===== src/rtl/bp_me_pkg.sv =====
// BedRock memory header layout and the bank-select helper used by the memory-bank splitter.
// Build option BP_MEM_BANK_HASH_EN folds the next-higher address field into the bank select.
package bp_me_pkg;

  typedef enum logic [1:0] {
    e_bp_default_cfg = 2'd0
  } bp_params_e;

  localparam int paddr_width_gp   = 40;
  localparam int bank_id_width_gp = 3;
  localparam int hdr_addr_lsb_gp  = 8;

  typedef struct packed {
    logic [7:0]                payload;
    logic [2:0]                size;
    logic [paddr_width_gp-1:0] addr;
    logic [3:0]                subop;
    logic [3:0]                msg_type;
  } bp_bedrock_mem_header_s;

  function automatic int bp_paddr_width(input bp_params_e cfg);
    case (cfg)
      e_bp_default_cfg: return paddr_width_gp;
      default:          return paddr_width_gp;
    endcase
  endfunction

  // num_banks is a power of two, so the mask is the low lg(num_banks) bits.
  function automatic logic [bank_id_width_gp-1:0] bp_bank_select(
    input logic [paddr_width_gp-1:0] addr,
    input int                        num_banks,
    input int                        offset
  );
    logic [paddr_width_gp-1:0] mask;
    logic [paddr_width_gp-1:0] sel;
    mask = paddr_width_gp'(num_banks - 1);
    sel  = (addr >> offset) & mask;
`ifdef BP_MEM_BANK_HASH_EN
    begin
      int lg;
      lg = 0;
      for (int i = 1; i < 4; i++) begin
        if ((1 << i) == num_banks) lg = i;
      end
      sel = sel ^ ((addr >> (offset + lg)) & mask);
    end
`endif
    return sel[bank_id_width_gp-1:0];
  endfunction

endpackage


===== src/rtl/bsg_fifo_1r1w_small.sv =====
// Small 1-read/1-write FIFO holding bank IDs of outstanding commands.
// Pointers wrap modulo els_p, so the depth need not be a power of two.
module bsg_fifo_1r1w_small #(
  parameter int width_p = 2,
  parameter int els_p   = 8
) (
  input  logic               clk_i,
  input  logic               reset_i,
  input  logic [width_p-1:0] data_i,
  input  logic               v_i,
  output logic               ready_o,
  output logic [width_p-1:0] data_o,
  output logic               v_o,
  input  logic               yumi_i
);

  localparam int ptr_width_lp = (els_p > 1) ? $clog2(els_p) : 1;
  localparam int cnt_width_lp = $clog2(els_p + 1);

  logic [width_p-1:0]      mem_r [els_p];
  logic [ptr_width_lp-1:0] wptr_r, rptr_r;
  logic [cnt_width_lp-1:0] count_r;
  logic                    push, pop;

  function automatic logic [ptr_width_lp-1:0] next_ptr(input logic [ptr_width_lp-1:0] p);
    return (p == ptr_width_lp'(els_p - 1)) ? '0 : p + 1'b1;
  endfunction

  // Full blocks a push even when a pop lands in the same cycle.
  assign ready_o = (count_r != cnt_width_lp'(els_p));
  assign v_o     = (count_r != '0);
  assign data_o  = mem_r[rptr_r];
  assign push    = v_i & ready_o;
  assign pop     = yumi_i & v_o;

  always_ff @(posedge clk_i) begin
    if (reset_i) begin
      wptr_r  <= '0;
      rptr_r  <= '0;
      count_r <= '0;
    end else begin
      if (push) wptr_r <= next_ptr(wptr_r);
      if (pop)  rptr_r <= next_ptr(rptr_r);
      count_r <= count_r + cnt_width_lp'(push) - cnt_width_lp'(pop);
    end
  end

  always_ff @(posedge clk_i) begin
    if (push) mem_r[wptr_r] <= data_i;
  end

endmodule


===== src/rtl/bp_me_mem_bank_splitter.sv =====
// Splits one BedRock memory command stream across num_banks_p banks and merges responses in order.
// Build option BP_MEM_BANK_HASH_EN selects the XOR-folded bank hash (see bp_me_pkg).
module bp_me_mem_bank_splitter
  import bp_me_pkg::*;
#(
  parameter bp_params_e bp_params_p   = e_bp_default_cfg,
  parameter int         num_banks_p   = 4,
  parameter int         bank_offset_p = 6,
  parameter int         data_width_p  = 64,
  parameter int         outstanding_p = 8,
  localparam int        hdr_width_lp  = $bits(bp_bedrock_mem_header_s)
) (
  input  logic                                 clk_i,
  input  logic                                 reset_i,

  input  logic [hdr_width_lp-1:0]              mem_cmd_header_i,
  input  logic [data_width_p-1:0]              mem_cmd_data_i,
  input  logic                                 mem_cmd_v_i,
  output logic                                 mem_cmd_ready_and_o,
  input  logic                                 mem_cmd_last_i,

  output logic [hdr_width_lp-1:0]              mem_resp_header_o,
  output logic [data_width_p-1:0]              mem_resp_data_o,
  output logic                                 mem_resp_v_o,
  input  logic                                 mem_resp_yumi_i,
  output logic                                 mem_resp_last_o,

  output logic [num_banks_p*hdr_width_lp-1:0]  bank_cmd_header_o,
  output logic [num_banks_p*data_width_p-1:0]  bank_cmd_data_o,
  output logic [num_banks_p-1:0]               bank_cmd_v_o,
  input  logic [num_banks_p-1:0]               bank_cmd_ready_and_i,
  output logic [num_banks_p-1:0]               bank_cmd_last_o,

  input  logic [num_banks_p*hdr_width_lp-1:0]  bank_resp_header_i,
  input  logic [num_banks_p*data_width_p-1:0]  bank_resp_data_i,
  input  logic [num_banks_p-1:0]               bank_resp_v_i,
  output logic [num_banks_p-1:0]               bank_resp_yumi_o,
  input  logic [num_banks_p-1:0]               bank_resp_last_i
);

  localparam int paddr_width_lp = bp_paddr_width(bp_params_p);
  localparam int lg_banks_lp    = (num_banks_p > 1) ? $clog2(num_banks_p) : 1;

  logic [paddr_width_lp-1:0] cmd_addr;
  logic [lg_banks_lp-1:0]    bank_new, bank_cur, head;
  logic                      lock_r;
  logic [lg_banks_lp-1:0]    lock_bank_r;
  logic                      fifo_ready, fifo_v;
  logic                      cmd_open, resp_open;
  logic                      cmd_accept, push, pop;

  assign cmd_addr = mem_cmd_header_i[hdr_addr_lsb_gp +: paddr_width_lp];
  assign bank_new = lg_banks_lp'(bp_bank_select(paddr_width_gp'(cmd_addr), num_banks_p, bank_offset_p));

  // Once a first beat is taken, the rest of the message follows the latched bank.
  assign bank_cur = lock_r ? lock_bank_r : bank_new;

  // Mid-message beats need no FIFO slot; a new first beat does.
  assign cmd_open            = ~reset_i & (lock_r | fifo_ready);
  assign mem_cmd_ready_and_o = cmd_open & bank_cmd_ready_and_i[bank_cur];
  assign cmd_accept          = mem_cmd_v_i & mem_cmd_ready_and_o;
  assign push                = cmd_accept & ~lock_r;

  always_ff @(posedge clk_i) begin
    if (reset_i) begin
      lock_r      <= 1'b0;
      lock_bank_r <= '0;
    end else if (cmd_accept) begin
      lock_r      <= ~mem_cmd_last_i;
      lock_bank_r <= bank_cur;
    end
  end

  bsg_fifo_1r1w_small #(
    .width_p (lg_banks_lp),
    .els_p   (outstanding_p)
  ) order_fifo (
    .clk_i   (clk_i),
    .reset_i (reset_i),
    .data_i  (bank_cur),
    .v_i     (push),
    .ready_o (fifo_ready),
    .data_o  (head),
    .v_o     (fifo_v),
    .yumi_i  (pop)
  );

  assign resp_open         = ~reset_i & fifo_v;
  assign mem_resp_v_o      = resp_open & bank_resp_v_i[head];
  assign mem_resp_last_o   = bank_resp_last_i[head];
  assign mem_resp_header_o = bank_resp_header_i[head*hdr_width_lp +: hdr_width_lp];
  assign mem_resp_data_o   = bank_resp_data_i[head*data_width_p +: data_width_p];
  assign pop               = resp_open & mem_resp_yumi_i & bank_resp_last_i[head];

  for (genvar b = 0; b < num_banks_p; b++) begin : g_bank
    assign bank_cmd_header_o[b*hdr_width_lp +: hdr_width_lp] = mem_cmd_header_i;
    assign bank_cmd_data_o[b*data_width_p +: data_width_p]   = mem_cmd_data_i;
    assign bank_cmd_last_o[b]  = mem_cmd_last_i;
    assign bank_cmd_v_o[b]     = mem_cmd_v_i & cmd_open & (bank_cur == lg_banks_lp'(b));
    assign bank_resp_yumi_o[b] = resp_open & mem_resp_yumi_i & (head == lg_banks_lp'(b));
  end

endmodule

===== config.mk =====
export PLATFORM = sky130hd
export DESIGN_NAME = bp_me_mem_bank_splitter
export DESIGN_NICKNAME = d
export VERILOG_FILES = /design/src/rtl/bp_me_pkg.sv /design/src/rtl/bsg_fifo_1r1w_small.sv /design/src/rtl/bp_me_mem_bank_splitter.sv
export SDC_FILE = /design/constraint.sdc
export NUM_CORES = 1
export LEC_CHECK = 0
export CAP_MARGIN = 20
export CORE_AREA = 2 2 494 496
export CTS_CLUSTER_DIAMETER = 40
export DETAILED_ROUTE_END_ITERATION = 8
export DIE_AREA = 0 0 496 498
export GPL_ROUTABILITY_DRIVEN = 0
export PLACE_DENSITY_LB_ADDON = 0.15
export SLEW_MARGIN = 25
export SYNTH_ARGS = -nofsm -noshare
export SYNTH_HDL_FRONTEND = slang
export SYNTH_HIERARCHICAL = 1
export SYNTH_SLANG_ARGS = --single-unit

===== constraint.sdc =====
create_clock -name clk_i -period 9.3 [get_ports clk_i]
set_clock_uncertainty 0.15 [all_clocks]
set_input_delay 0.93 -clock clk_i [delete_from_list [all_inputs] [get_ports clk_i]]
set_output_delay 0.93 -clock clk_i [all_outputs]
set_load 0.05 [all_outputs]

======== Word level (Yosys, flattened, before mapping) ========
Memories as Yosys holds them, arrays and structs flattened. A register that Yosys moved wholly into a read port is not among the register bits.
Cells that the tools add are included.
word-level totals
  register bits ........................... 13
  bits in writable memories ............... 16
  bits of input ports ..................... 632
  output and inout bits ................... 630
  logic and storage cells ................. 63
  memories ................................ 1
operators by class
  add/sub/neg operators ................... 4
  multipliers ............................. 1
  order comparisons ....................... 2
  equal/unequal tests ..................... 9
  shifts and indexed selects .............. 2
  muxes and demuxes ....................... 13
  bitwise gates (word level) .............. 23
  reductions and logical operators ........ 3
memory list
  memory            words  bits a word  read ports  clocked after Yosys merged registers in  wr ports  line                       text
  order_fifo.mem_r  8      2            1           1                                        1         bsg_fifo_1r1w_small.sv:20  logic [width_p-1:0] mem_r [els_p];
operator list
  kind                   number
  $shiftx A256 B9 Y64    1
  $shiftx A236 B9 Y59    1
  $and A1 B1 Y1          19
  $mux W3                4
  $eq A2 B2 Y1 const B   4
  $mul A2 B6 Y8 const B  1
  $add A3 B1 Y3 const B  2
  $bmux W1 S2            3
  $eq A3 B3 Y1 const B   2
  $lt A2 B3 Y1 const B   2
  $mux W1                5
  $add A4 B1 Y4          1
  $eq A2 B1 Y1 const B   2
  $logic_not A2 Y1       2
  $ne A4 B4 Y1 const B   1
  $reduce_bool A4 Y1     1
  $sub A4 B1 Y4          1
  $not A1 Y1             3
  $mux W2                1
  $or A1 B1 Y1           1

======== Longest topological paths before layout ========
  depth in word-level cells ............... 9
  gate-level depth with buffers ........... 14
  depth with buffers taken out ............ 14

======== Hierarchy ========
Netlist, hierarchy kept.
by module, submodules not included
  module                   times used  cells each  area an instance (sq um)  seq. area each (sq um)
  bp_me_mem_bank_splitter  1           697         7,078.0                   60.1
  bsg_fifo_1r1w_small      1           102         1,313.8                   740.7

======== Least setup slack after synthesis ========
Ideal clock, no wire load.
  path type ............................... register to output
  start point ............................. reg (tool-made name)
  end point ............................... out bank_resp_yumi_o[1]
  arrival ................................. 2,815 ps
  data required time ...................... 8,220 ps
  slack ................................... 5,405 ps
  cell stages (with the launch flop) ...... 6
  path buffers ............................ 2
  cells stage by stage .................... dfxtp_1 mux4_2 mux2_2 buf_2 buf_1 nor3b_1
RTL lines
  what           line                           text
  end, declared  bp_me_mem_bank_splitter.sv:37  output logic [num_banks_p-1:0] bank_resp_yumi_o,

==> impl_metrics.yaml <==
global_routing:
  grt_pass1_vias: 7944
  grt_pass1_wl_mm: 121
  antenna_found_initial: 78
  grt_max_degree: 97
  overflow: 0
  track_usage_pct: 7.96
hold_path:
  min_path_type: "flop to flop"
  min_delay_path_depth: 2
  min_from: "order_fifo/rptr_r[2]$_SDFFE_PP0P_"
power:
  power.density_nw_per_um2: 99.1
  peakVddDrop_mv: 0.0566
  power_leakage_nw: 4.13
drt:
  wl_mm: 104
  ant_nets: 0
  drtIter0Drc: 315
  firstDrtPassIters: 6
  avgViaCountPerCell: 1.74
  vias: 7231
  routedWlPerCell_um: 25.1
  drc: 0
synthesis:
  synth-edff-count: 16
  ys_seq_area_share_pct: 9.54
  netlist_area_sq_um: 8390
  async_flop_share_pct: 0
  post-synth-top-area-cell: "buf_4"
  synth_area_leaders: "buf_4 45%, mux4_2 35%, edfxtp_1 5.7%, dfxtp_1 3.8%, ha_1 1.5%"
  yosys_warnings: 6
  syn_nets: 1442
  synth_top_area_share_pct: 45.4
  yosys.cell_types.count: 45
  synth-seq-cells: 32
  synthCells: 799
  syn_avg_cell_area_sq_um: 10.5
  ys.flop_type: "edfxtp_1"
cts:
  cts.sink_count: 32
  cts_tree: "done"
  root_buffer: "clkbuf_16"
  cts_buffer_depth: 2
  cts_made_buffers: 5
  htreeDepth: 2
  cts_resized: 0
  clk_pin_slew_worst_paths_ns: 0.06
  cts_hold_buf: 0
  post-cts-setup-buffers: 0
  clk_latency_ns: 0.28
cells_and_area:
  flow.area_growth_from_synthesis_pct: 83.0
  multi_input_area_sq_um: 3670
  nets: 1582
  stdcell_count: 4167
  postLayoutCellArea_sq_um: 15400
  drive_gt1_share_pct: 16.8
  sequential_cell_area_sq_um: 801
  fillers: 28357
sta:
  drv_slew: 0
  totalNegativeSetupSlack_ns: 0
  finalCritPeriodShare_pct: 58.0
  slew_headroom_pct: 24.1
  worst_slew_pin_slew_ns: 1.14
  fmax_mhz: 185
  final_hold_viol_count: 0
  setup_viol: 0
  fin_crit_ns: 5.39
  rsz0062_at_grt: "no"
critical_path:
  path_class: "flop to output port"
  cp_slowest_cell: "clkdlybuf4s50_1"
  worstReg2RegEnd: "order_fifo/count_r[2]$_SDFF_PP0_"
  critical_path_required_ns: 8.22
  worst-path-buf-inv: 3
  path_cells: "mux4_2 -> mux2_8 -> buf_12 -> buf_4 -> mux4_2 -> clkdlybuf4s50_1"
  startpoint_type: "flop"
  cp_max_fo: 65
  r2r_cells: 11
  cp_slowest_stage_delay_ns: 0.84
  crit_top_cell: "mux4_2"
  crit_family: "buffers and inverters"
  worstPathArrival_ns: 4.31
  cp.depth: 6
  critPathCaptureType: "output port"
  reg2reg_slack_ns: 5.41
floorplanning:
  dieArea_sq_um: 247000
  start_util_pct: 3.47
  core_sq_um: 242000
  io_pins: 1262
  num_rows: 181
  die_y_um: 498
  die_w_um: 496
placed_design:
  hpwlAfterDp_mm: 97.1
  port_buffers: 656
  placed_cells: 4134
  place_area_sq_um: 15100
outcome:
  outcome: "finished, final reports clean"
run:
  cap_violations: 0
power by group:
part / total, mW / internal [mW] / switching (mW)
clock: 0.188 / 0.126 / 0.0619
combinational: 1.17 / 0.484 / 0.688
sequential: 0.162 / 0.156 / 0.00633
routing by layer:
metal  vias to the layer above  global-route usage [%]  share of wire [%]
li1                       2651                       -                  -
met3                       196                    6.59                 19
met5                         -                       0               0.32
met2                       964                    12.1                 42
met4                        46                   0.959                1.7
met1                      3374                    8.66                 37
logic make-up (layout without fill, tap and decap cells):
| group | Yosys count | in the layout | synth area share [%] |
|---|---|---|---|
| buf+inv | 539 | 680 | 47.0 |
| flops | 32 | 32 | 9.54 |
| mux | 137 | 137 | 35.6 |
| other cells | 0 | 25 | 0 |
| compound gates | 17 | 17 | 1.54 |
| xor+xnor | 1 | 1 | 0.104 |
| simple gates | 62 | 62 | 4.40 |
| fa+ha+maj | 11 | 11 | 1.73 |
flip-flops by register name (all words and copies together) (netlist names), named ones only:
signal              count
order_fifo/wptr_r       3
lock_r                  1
order_fifo/rptr_r       3
order_fifo/count_r      4
lock_bank_r             2
order_fifo/mem_r       16
tightest hold or removal path: cells and delay by family (launching register included):
kind | cells | cell delay [ns]
mux | 1 | 0.09
flops | 1 | 0.31
simple gates | 1 | 0.07
Yosys cell counts (2+ instances only):
master    number
and2_1         2
dfxtp_1       16
clkbuf_1       6
edfxtp_1      16
nor2b_1        6
o21ai_0        3
nor3b_1        2
nand2_1        4
nand2b_1       8
mux2_1         3
a21oi_1        6
inv_1         11
ha_1          10
buf_4        507
buf_2          5
nor3_1         8
and4b_1        2
nand3_1        5
and3b_1        2
mux2_2         2
buf_1          7
buf_6          2
mux2i_1        3
mux4_2       129
a31oi_2        3
nor2_1        12
how the worst max path moves through the flow:
stage | start | slack, ns | end
after floorplan | flop | 5.40 | bank_resp_yumi_o[1]
after global placement | flop | 4.10 | mem_resp_data_o[38]
after detailed placement | flop | 4.07 | mem_resp_data_o[38]
after CTS | flop | 3.76 | mem_resp_data_o[38]
after global routing | flop | 3.54 | mem_resp_data_o[38]
final | flop | 3.91 | mem_resp_data_o[38]
placed cells by master, fill, tap and decap left out, types with 2 or more instances in the layout:
| cell | netlist | layout |
|---|---|---|
| nor3_1 | 8 | 8 |
| nand3_1 | 5 | 5 |
| a21oi_1 | 6 | 6 |
| buf_4 | 507 | 7 |
| dfxtp_1 | 16 | 16 |
| mux2_8 | 0 | 2 |
| inv_1 | 11 | 11 |
| and2_1 | 2 | 2 |
| nor2b_1 | 6 | 6 |
| clkbuf_16 | 0 | 5 |
| nand2_1 | 4 | 4 |
| nor3b_1 | 2 | 2 |
| diode_2 | 0 | 25 |
| and3b_1 | 2 | 2 |
| buf_12 | 0 | 2 |
| nor2_1 | 12 | 12 |
| o21ai_0 | 3 | 3 |
| nand2b_1 | 8 | 8 |
| and4b_1 | 2 | 2 |
| mux2_1 | 3 | 3 |
| a31oi_2 | 3 | 3 |
| clkdlybuf4s50_1 | 0 | 650 |
| mux4_2 | 129 | 129 |
| mux2i_1 | 3 | 3 |
| ha_1 | 10 | 10 |
| edfxtp_1 | 16 | 16 |
final cells by class:
class | count | share of cell area [%]
flip-flops and latches | 32 | 5.21
inverters | 12 | 0.293
well taps | 3202 | 26.1
repair buffers | 660 | 43.0
clock buffers | 5 | 0.815
multi-input cells | 228 | 23.9
clock inverters | 3 | 0.277
diodes | 25 | 0.407
through the flow:
step | total power [mW] | hold WS, ns | worst slack, ns | utilization [%]
after CTS | 1.57 | 0.410 | 3.76 | 6.32
after global placement | 1.38 | 0.400 | 4.10 | 6.26
after global routing | 1.60 | 0.438 | 3.54 | 6.33
after detailed placement | 1.37 | 0.399 | 4.07 | 6.26
final | 1.52 | 0.387 | 3.91 | 6.35
after floorplan | 1.30 | 0.318 | 5.40 | -
No activity file was read; power rests on OpenSTA's default activity.
